<file path="config.mk">
export PLATFORM = sky130hd
export DESIGN_NAME = rom_sequencer_flat
export DESIGN_NICKNAME = d
export VERILOG_FILES = /design/src/rtl/rom_seq_pkg.sv /design/src/rtl/rom_sequencer_if.sv /design/src/rtl/rom_sequencer_btn_edge.sv /design/src/rtl/rom_sequencer.sv /design/src/flat_wrapper.sv
export SDC_FILE = /design/constraint.sdc
export NUM_CORES = 1
export LEC_CHECK = 0
export CAP_MARGIN = 30
export CORE_AREA = 8 8 123 91
export DETAILED_ROUTE_END_ITERATION = 16
export DIE_AREA = 0 0 131 99
export MAX_ROUTING_LAYER = met4
export SYNTH_ARGS = -nofsm -noshare
export SYNTH_HDL_FRONTEND = slang
export SYNTH_HIERARCHICAL = 1
export SYNTH_SLANG_ARGS = --single-unit
</file>
<file path="constraint.sdc">
create_clock -name clk -period 2.4 [get_ports clk]
set_clock_uncertainty 0.2 [all_clocks]
set_input_delay 0.24 -clock clk [delete_from_list [all_inputs] [get_ports clk]]
set_output_delay 0.24 -clock clk [all_outputs]
set_load 0.01 [all_outputs]
</file>
<file path="src/rtl/rom_seq_pkg.sv">
// Shared definitions for the ROM sequencer.
// Contents:
//   seq_state_e - controller state (IDLE, RUN, DONE)
//   ADR_W/DAT_W - ROM address and data widths
//   next_adr    - address advance with wrap after the last used address
package rom_seq_pkg;

    localparam int ADR_W = 4;
    localparam int DAT_W = 8;

    typedef enum logic [1:0] {
        IDLE = 2'd0,
        RUN  = 2'd1,
        DONE = 2'd2
    } seq_state_e;

    // Advance the ROM address, returning to zero after the last used address.
    function automatic logic [ADR_W-1:0] next_adr(input logic [ADR_W-1:0] adr,
                                                  input logic [ADR_W-1:0] last);
        if (adr == last) begin
            return {ADR_W{1'b0}};
        end else begin
            return adr + ADR_W'(1);
        end
    endfunction

endpackage

</file>
<file path="src/rtl/rom_sequencer_if.sv">
// Bus between the sequencer, its button filters, its ROM and the display path.
// Signals:
//   btn_step, btn_run - debounced button levels (asynchronous to clk)
//   rom_adr, rom_dat  - ROM address out, combinational ROM data back
//   dat_out/dat_valid - last emitted word and its one-clock update strobe
//   busy, done        - RUN and DONE state flags
//   cur_adr           - address of the next word to emit
// Modports: master = sequencer side, slave = environment side.
interface rom_sequencer_if;
    import rom_seq_pkg::*;

    logic             btn_step;
    logic             btn_run;
    logic [ADR_W-1:0] rom_adr;
    logic [DAT_W-1:0] rom_dat;
    logic [DAT_W-1:0] dat_out;
    logic             dat_valid;
    logic             busy;
    logic             done;
    logic [ADR_W-1:0] cur_adr;

    modport master (
        input  btn_step, btn_run, rom_dat,
        output rom_adr, dat_out, dat_valid, busy, done, cur_adr
    );

    modport slave (
        output btn_step, btn_run, rom_dat,
        input  rom_adr, dat_out, dat_valid, busy, done, cur_adr
    );

endinterface

</file>
<file path="src/rtl/rom_sequencer_btn_edge.sv">
// Button synchroniser and rising-edge detector.
// Ports:
//   clk, rst_n - clock and asynchronous active-low reset
//   btn        - debounced button level, asynchronous to clk
//   press      - one-clock pulse per rising level, acted on at the third
//                posedge after the level is first sampled
module btn_edge (
    input  logic clk,
    input  logic rst_n,
    input  logic btn,
    output logic press
);

    logic       s1_r;
    logic       s2_r;
    logic       s3_r;
    logic [1:0] prime_r;

    // Two-flop synchroniser, delay flop, and a priming counter that stays
    // below 3 until s3 holds a real sample, so a button already held across
    // reset release is taken as the baseline rather than a press.
    always_ff @(posedge clk or negedge rst_n) begin
        if (!rst_n) begin
            s1_r    <= 1'b0;
            s2_r    <= 1'b0;
            s3_r    <= 1'b0;
            prime_r <= 2'd0;
        end else begin
            s1_r <= btn;
            s2_r <= s1_r;
            s3_r <= s2_r;
            if (prime_r != 2'd3) begin
                prime_r <= prime_r + 2'd1;
            end else begin
                prime_r <= prime_r;
            end
        end
    end

    assign press = s2_r & ~s3_r & (prime_r == 2'd3);

endmodule

</file>
<file path="src/rtl/rom_sequencer.sv">
// ROM sequencer: steps through a 16 x 8 asynchronous-read ROM, one word per
// step press in IDLE, or one word every TICK_DIV clocks in RUN until the end
// word or the last address is reached.
// Ports:
//   clk, rst_n - clock and asynchronous active-low reset
//   bus        - rom_sequencer_if master: buttons in, ROM address/data,
//                dat_out/dat_valid, busy, done, cur_adr out
module rom_sequencer
    import rom_seq_pkg::*;
#(
    parameter int               TICK_W   = 16,
    parameter int               TICK_DIV = 50000,
    parameter logic [ADR_W-1:0] LAST_ADR = 4'hF,
    parameter logic [DAT_W-1:0] END_CODE = 8'h00,
    parameter bit               USE_END  = 1'b1,
    parameter bit               WRAP     = 1'b0
) (
    input  logic          clk,
    input  logic          rst_n,
    rom_sequencer_if.master bus
);

    localparam logic [TICK_W-1:0] TICK_LAST = TICK_W'(TICK_DIV - 1);

    logic             step_press_s;
    logic             run_press_s;
    seq_state_e       state_r;
    seq_state_e       state_nxt_s;
    logic [ADR_W-1:0] adr_r;
    logic [ADR_W-1:0] adr_nxt_s;
    logic [DAT_W-1:0] dat_r;
    logic [DAT_W-1:0] dat_nxt_s;
    logic             valid_r;
    logic             valid_nxt_s;
    logic [TICK_W-1:0] tick_r;
    logic [TICK_W-1:0] tick_nxt_s;
    logic             busy_r;
    logic             done_r;

    btn_edge u_step (.clk(clk), .rst_n(rst_n), .btn(bus.btn_step), .press(step_press_s));
    btn_edge u_run  (.clk(clk), .rst_n(rst_n), .btn(bus.btn_run),  .press(run_press_s));

    // Next-state, tick and emit decisions; run press takes priority over
    // step press and over a terminal tick.
    always_comb begin
        state_nxt_s = state_r;
        adr_nxt_s   = adr_r;
        dat_nxt_s   = dat_r;
        valid_nxt_s = 1'b0;
        tick_nxt_s  = tick_r;
        case (state_r)
            IDLE: begin
                if (run_press_s) begin
                    state_nxt_s = RUN;
                    tick_nxt_s  = {TICK_W{1'b0}};
                end else if (step_press_s) begin
                    dat_nxt_s   = bus.rom_dat;
                    valid_nxt_s = 1'b1;
                    adr_nxt_s   = next_adr(adr_r, LAST_ADR);
                end else begin
                    state_nxt_s = IDLE;
                end
            end
            RUN: begin
                if (run_press_s) begin
                    state_nxt_s = IDLE;
                    tick_nxt_s  = {TICK_W{1'b0}};
                end else if (tick_r == TICK_LAST) begin
                    dat_nxt_s   = bus.rom_dat;
                    valid_nxt_s = 1'b1;
                    adr_nxt_s   = next_adr(adr_r, LAST_ADR);
                    tick_nxt_s  = {TICK_W{1'b0}};
                    // The end word is still emitted; the stop takes effect after it.
                    if (USE_END && (bus.rom_dat == END_CODE)) begin
                        state_nxt_s = DONE;
                    end else if (!WRAP && (adr_r == LAST_ADR)) begin
                        state_nxt_s = DONE;
                    end else begin
                        state_nxt_s = RUN;
                    end
                end else begin
                    tick_nxt_s = tick_r + TICK_W'(1);
                end
            end
            DONE: begin
                if (run_press_s || step_press_s) begin
                    state_nxt_s = IDLE;
                    adr_nxt_s   = {ADR_W{1'b0}};
                    tick_nxt_s  = {TICK_W{1'b0}};
                end else begin
                    state_nxt_s = DONE;
                end
            end
            default: begin
                state_nxt_s = IDLE;
                adr_nxt_s   = {ADR_W{1'b0}};
                tick_nxt_s  = {TICK_W{1'b0}};
            end
        endcase
    end

    // State, address, data and flag registers; flags decoded from next state
    // so they change on the same edge as the state.
    always_ff @(posedge clk or negedge rst_n) begin
        if (!rst_n) begin
            state_r <= IDLE;
            adr_r   <= {ADR_W{1'b0}};
            dat_r   <= {DAT_W{1'b0}};
            valid_r <= 1'b0;
            tick_r  <= {TICK_W{1'b0}};
            busy_r  <= 1'b0;
            done_r  <= 1'b0;
        end else begin
            state_r <= state_nxt_s;
            adr_r   <= adr_nxt_s;
            dat_r   <= dat_nxt_s;
            valid_r <= valid_nxt_s;
            tick_r  <= tick_nxt_s;
            busy_r  <= (state_nxt_s == RUN);
            done_r  <= (state_nxt_s == DONE);
        end
    end

    assign bus.rom_adr   = adr_r;
    assign bus.cur_adr   = adr_r;
    assign bus.dat_out   = dat_r;
    assign bus.dat_valid = valid_r;
    assign bus.busy      = busy_r;
    assign bus.done      = done_r;

endmodule
</file>
<file path="src/flat_wrapper.sv">
// flat-port wrapper written by rule: the top's interface ports become plain ports
module rom_sequencer_flat import rom_seq_pkg::*;
#(
    parameter int               TICK_W   = 16,
    parameter int               TICK_DIV = 50000,
    parameter logic [ADR_W-1:0] LAST_ADR = 4'hF,
    parameter logic [DAT_W-1:0] END_CODE = 8'h00,
    parameter bit               USE_END  = 1'b1,
    parameter bit               WRAP     = 1'b0
)
  (clk, rst_n, bus_btn_step, bus_btn_run, bus_rom_dat, bus_rom_adr, bus_dat_out, bus_dat_valid, bus_busy, bus_done, bus_cur_adr);
  rom_sequencer_if bus_i ();
  input  logic clk;
  input  logic rst_n;
  input wire logic [$bits(bus_i.btn_step)-1:0] bus_btn_step;
  input wire logic [$bits(bus_i.btn_run)-1:0] bus_btn_run;
  input wire logic [$bits(bus_i.rom_dat)-1:0] bus_rom_dat;
  output wire logic [$bits(bus_i.rom_adr)-1:0] bus_rom_adr;
  output wire logic [$bits(bus_i.dat_out)-1:0] bus_dat_out;
  output wire logic [$bits(bus_i.dat_valid)-1:0] bus_dat_valid;
  output wire logic [$bits(bus_i.busy)-1:0] bus_busy;
  output wire logic [$bits(bus_i.done)-1:0] bus_done;
  output wire logic [$bits(bus_i.cur_adr)-1:0] bus_cur_adr;
  assign bus_i.btn_step = bus_btn_step;
  assign bus_i.btn_run = bus_btn_run;
  assign bus_i.rom_dat = bus_rom_dat;
  assign bus_rom_adr = bus_i.rom_adr;
  assign bus_dat_out = bus_i.dat_out;
  assign bus_dat_valid = bus_i.dat_valid;
  assign bus_busy = bus_i.busy;
  assign bus_done = bus_i.done;
  assign bus_cur_adr = bus_i.cur_adr;
  rom_sequencer #(.TICK_W(TICK_W), .TICK_DIV(TICK_DIV), .LAST_ADR(LAST_ADR), .END_CODE(END_CODE), .USE_END(USE_END), .WRAP(WRAP)) u_core (.clk(clk), .rst_n(rst_n), .bus(bus_i));
endmodule
</file>
Word level (Yosys, flattened, before mapping). Cells that the tools add are included.

Add/subtract/negate cells: 4. Equal/unequal tests: 16. Muxes and demuxes: 30. Bitwise gates (word level): 6. Reductions and logical operators: 7.

Operators with widths (number): two-way mux 16 bit (4); one-hot mux 16 bit (3 select lines) (1); two-way mux 8 bit (4); two-way mux 4 bit (6); adder 16 x 1 -> 16 bit (second input constant) (1); == test 16 bit (second input constant) (1); one-hot mux 8 bit (2 select lines) (1); two-way mux 2 bit (7); one-hot mux 4 bit (3 select lines) (1); AND reduction 5 bit (2); == test 2 bit (second input constant) (4); logical NOT 8 bit (1); inequality test 2 x 1 -> 1 bit (second input constant) (4); inequality test 2 bit (second input constant) (4); one-hot mux 2 bit (3 select lines) (1); adder 2 x 1 -> 2 bit (second input constant) (2); adder 4 x 1 -> 4 bit (second input constant) (1); AND 1 bit (4); == test 2 x 1 -> 1 bit (second input constant) (2); == test 4 bit (second input constant) (1); two-way mux 1 bit (4); logical NOT 2 bit (1); inverter 1 bit (2); one-hot mux 1 bit (2 select lines) (1); other kinds (3) (3).

Register bits: 43. Bits of input ports: 12. Output and inout port bits: 19. Word-level logic and storage cells: 78.

Depth between registers and ports, before layout.
Word-level depth: 7. Mapped depth: 9. Mapped depth without buffers: 6.

Hierarchy. The synthesis kept the hierarchy.

By module, submodules not included: rom_sequencer (instances 1, cells an instance 225, area each 2088.3 um^2, sequential area each 825.8 um^2); btn_edge (instances 2, cells an instance 9, area each 171.4 um^2, sequential area each 125.1 um^2).

Worst setup path after synthesis. Ideal clock, no wire load.

Kind: reg-to-reg. Start: register u_core.u_run.prime_r[0]. End: register u_core.tick_r[7]. Library setup time: 82 ps. Data arrival time: 1984 ps. Data required time: 2118 ps. Path slack: 134 ps. Cell stages (with the launch flop): 8. Buffers on the path: 2. Clock period less this slack: 2266 ps. Cells stage by stage: dfrtp_1 ha_1 and3b_2 buf_6 or2_2 clkbuf_1 or4_1 a31oi_1.

Longest elaborated chain between the ends: 5. Elaborated cells between the ends (all ways): 8. Classes of those cells: eq/ne (3); mux (2); bitwise (1); reduce/logical (2).

Ends and longest elaborated chain: start: declaration (line rom_sequencer_btn_edge.sv:17) `logic [1:0] prime_r;`; start signal: assignment (line rom_sequencer_btn_edge.sv:33) `prime_r <= prime_r + 2'd1;`; start signal: assignment (line rom_sequencer_btn_edge.sv:35) `prime_r <= prime_r;`; == test 2 bit * (line rom_sequencer_btn_edge.sv:40) `assign press = s2_r & ~s3_r & (prime_r == 2'd3);`; AND 1 bit * (line rom_sequencer_btn_edge.sv:40); net u_core.run_press_s (line rom_sequencer.sv:26) `logic run_press_s;`; logical OR 1 bit (line rom_sequencer.sv:86) `if (run_press_s || step_press_s) begin`; inequality test 2 x 1 -> 1 bit (no line); AND reduction 2 bit (no line); end signal: assignment (line rom_sequencer.sv:110) `tick_r <= {TICK_W{1'b0}};`; end signal: assignment (line rom_sequencer.sv:118) `tick_r <= tick_nxt_s;`; end: declaration (line rom_sequencer.sv:35) `logic [TICK_W-1:0] tick_r;`.

Mark *: on every way through the listed nets, which the timed path passes. The rest lies on a longest branch. A chain may end at the register's enable or synchronous reset.

Worst setup path after layout. Same ends and word-level chain as after synthesis.

==> impl_metrics.yaml <==
worst_setup_path:
  critical_path.endpoint_type: "register"
  cell_depth_of_the_worst_flop_to_flop_path: 5
  timing.setup.critical_path_class: "register to register"
  crit_required_ns: 2.41
  worstReg2RegEnd: "u_core/tick_r[7]"
  cp-start-kind: "register"
  r2r_setup_slack_ns: 0.19
  worstPathMaxFanout: 10
  r2r_start: "u_core/u_run/prime_r[0]"
  critical_path_arrival_ns: 2.22
clock_tree:
  tritoncts.num_buffers: 5
  clk-insertion-delay-late_ns: 0.29
  path_clk_slew_ns: 0.06
  tritoncts_num_sinks: 43
  htreeDepth: 2
  cts_tree: "done"
  root_buffer: "sky130_fd_sc_hd__clkbuf_16"
  clockBufferDepth: 2
layout:
  drive_gt1_frac: 0.139
  final_non_filler_cell_area_sq_um: 2990
  antenna_cells: 0
  final-instance-count-excl-fill: 401
  final_util: 0.320
  finalNetCount: 288
  area_growth_syn_to_layout_pct: 23.2
route:
  detailedRoute.firstIterationViolations: 180
  totalWireLength_um: 6080
  vias_per_cell: 5.11
  drcViolationCount: 0
  drt-pass1-iter-count: 4
  routed-via-count: 2051
  route.detailed.wl_per_inst_um: 15.2
  antenna_violating_nets_post_route: 0
min_path:
  min-delay-start: "u_core/u_step/s1_r"
  worstHoldPathType: "register to register"
  min_to: "u_core/u_step/s2_r"
  whs_path_depth: 0
global_routing:
  maximum_number_of_pins_on_one_net_before_global_route_repair: 29
  antenna_found_initial: 0
  grt_pass1_wl_um: 10500
  grt_usage: 0.104
  first_global_vias: 2000
  residual_overflow_from_global_routing: 0
power:
  total_power_mw: 2.37
  ir_worst_vdd_uv: 254
  power_leakage_nw: 1.24
  powerDensity_nw_per_um2: 790
synth:
  yosys_warnings: 6
  synth-edff-count: 0
  ys_types: 62
  syn_area_sq_um: 2430
  synthFlopType: "sky130_fd_sc_hd__dfrtp_1"
  synth_nets: 259
  post_synth_main_area_contributors: "sky130_fd_sc_hd__dfrtp_1 (44%), sky130_fd_sc_hd__nand4_1 (4.1%), sky130_fd_sc_hd__nand2_1 (3.4%), sky130_fd_sc_hd__a31oi_1 (3.1%), sky130_fd_sc_hd__nand3_1 (3.1%)"
  share_of_flip_flops_with_an_asynchronous_set_or_reset_after_synthesis: 1.00
  synth_top_area_frac: 0.443
  post_synth_inst_count: 243
  post_synth_most_frequent_cells: "sky130_fd_sc_hd__dfrtp_1 (43), sky130_fd_sc_hd__nand2_1 (22), sky130_fd_sc_hd__nand4_1 (16)"
  postSynthRegisterBits: 43
  yosys.area.top_type: "sky130_fd_sc_hd__dfrtp_1"
  ys_seq_area_frac: 0.443
  synth.avg_cell_area_sq_um: 10.0
  yosys.cell_count.top_type: "sky130_fd_sc_hd__dfrtp_1"
timing:
  final-hold-violation-count: 0
  tightestPinTransition_ns: 0.697
  final_max_slew_viol_count: 0
  whs_ns: 0.146
  setup_viol_count_final: 0
  finalWorstSetupSlack_ns: 0.186
  fin_setup_tns_ns: 0
  period_minus_slack_ns: 2.21
  grt_setup_unrepaired: "false"
  max_freq_mhz: 452
  post-route-period-util: 0.923
  max_slew_margin: 0.536
die:
  die-width_um: 131
  dieArea_sq_um: 13000
  num_io_pins: 31
  overall_die_height_um: 99
  initial_core_util: 0.260
  number_of_standard_cell_rows_in_the_floorplan: 30
  core_sq_um: 9350
placement:
  dpl.hpwl_um: 4340
  place.gp.congestion: 0.817
  dp_worst_setup_slack_ns: 0.109
  placed_cells: 391
  detailed_place.area_sq_um: 2820
  port_buffers: 30
status:
  run_status: "finished clean"
job:
  max-cap-violations: 0
## power by group
part           internal, mW  total [mW]  switching (mW)
Combinational         0.392       0.737           0.345
Sequential            0.831       0.968           0.137
Clock                 0.384       0.662           0.278
## routing by layer
layer / GRT usage / share of wire
met1: 0.146 / 0.50
met2: 0.139 / 0.43
met3: 0.0237 / 0.052
met4: 0.0387 / 0.0097
met5: - / 0
## worst max path at each step
stage | from | end
floorplan | u_core/u_run/prime_r[0] | u_core/tick_r[7]
global placement | bus_rom_dat[1] | u_core/bus.done
detailed placement | u_core/u_run/prime_r[0] | u_core/tick_r[14]
CTS | u_core/u_run/prime_r[0] | u_core/tick_r[14]
global route | u_core/u_step/prime_r[0] | u_core/bus.cur_adr[3]
finish | u_core/u_run/prime_r[0] | u_core/tick_r[7]
## critical path, stage by stage, from the launching register on
cell and delay (ns):
sky130_fd_sc_hd__dfrtp_1 0.39, sky130_fd_sc_hd__ha_1 0.25, sky130_fd_sc_hd__and3b_2 0.29, sky130_fd_sc_hd__or2_2 0.34
sky130_fd_sc_hd__or4_1 0.48, sky130_fd_sc_hd__a31oi_1 0.18
## layout make-up
type,count,area (sq um)
fill,959,6350
multi-input combinational,170,1170
sequential,43,1080
timing repair buffer,45,423
tap,128,160
clock buffer,6,129
inverter,7,26.3
clock inverter,2,12.5
## sequential cells by signal (all words and copies together), names as in the netlist
register               count
u_core/bus.dat_valid       1
u_core/u_step/s2_r         1
u_core/u_step/prime_r      2
u_core/bus.cur_adr         4
u_core/u_run/prime_r       2
u_core/u_step/s1_r         1
u_core/u_run/s2_r          1
u_core/bus.done            1
u_core/state_r             2
u_core/bus.busy            1
u_core/u_run/s3_r          1
u_core/u_step/s3_r         1
u_core/tick_r             16
u_core/bus.dat_out         8
u_core/u_run/s1_r          1
## kinds of logic after synthesis
group / synth area share
simple gates: 0.244
compound gates: 0.186
flops: 0.443
buf+inv: 0.0777
mux: 0.0211
fa+ha+maj: 0.0206
xor+xnor: 0.00721
## repair_timing
action	4_1_cts	5_1_grt
setup endpoints to repair	0	2
buffers inserted	0	1
hold buffers	1	0
gates resized for setup	0	1
hold endpoints to repair	26	0
## placed cells by master (no fill, tap or decap), types with 3 or more instances in the layout
cell type                         synthesis  final
sky130_fd_sc_hd__o31ai_1                  3      3
sky130_fd_sc_hd__ha_1                     4      4
sky130_fd_sc_hd__a31oi_1                 12     12
sky130_fd_sc_hd__nand3_1                 15     15
sky130_fd_sc_hd__clkbuf_16                0      5
sky130_fd_sc_hd__clkdlybuf4s50_1          0     29
sky130_fd_sc_hd__dfrtp_1                 43     43
sky130_fd_sc_hd__nand2_1                 22     22
sky130_fd_sc_hd__a22oi_1                  8      8
sky130_fd_sc_hd__and4_1                   5      5
sky130_fd_sc_hd__a21o_1                   8      8
sky130_fd_sc_hd__nor2_1                   7      7
sky130_fd_sc_hd__or4_1                    4      4
sky130_fd_sc_hd__inv_1                    6      6
sky130_fd_sc_hd__nand4_1                 16     16
sky130_fd_sc_hd__o21ai_0                  3      3
sky130_fd_sc_hd__buf_4                    8     13
sky130_fd_sc_hd__nor4_1                   3      3
sky130_fd_sc_hd__a21oi_1                 10     10
sky130_fd_sc_hd__o22ai_1                  3      3
Note: power is estimated with default switching activity, not from simulation.
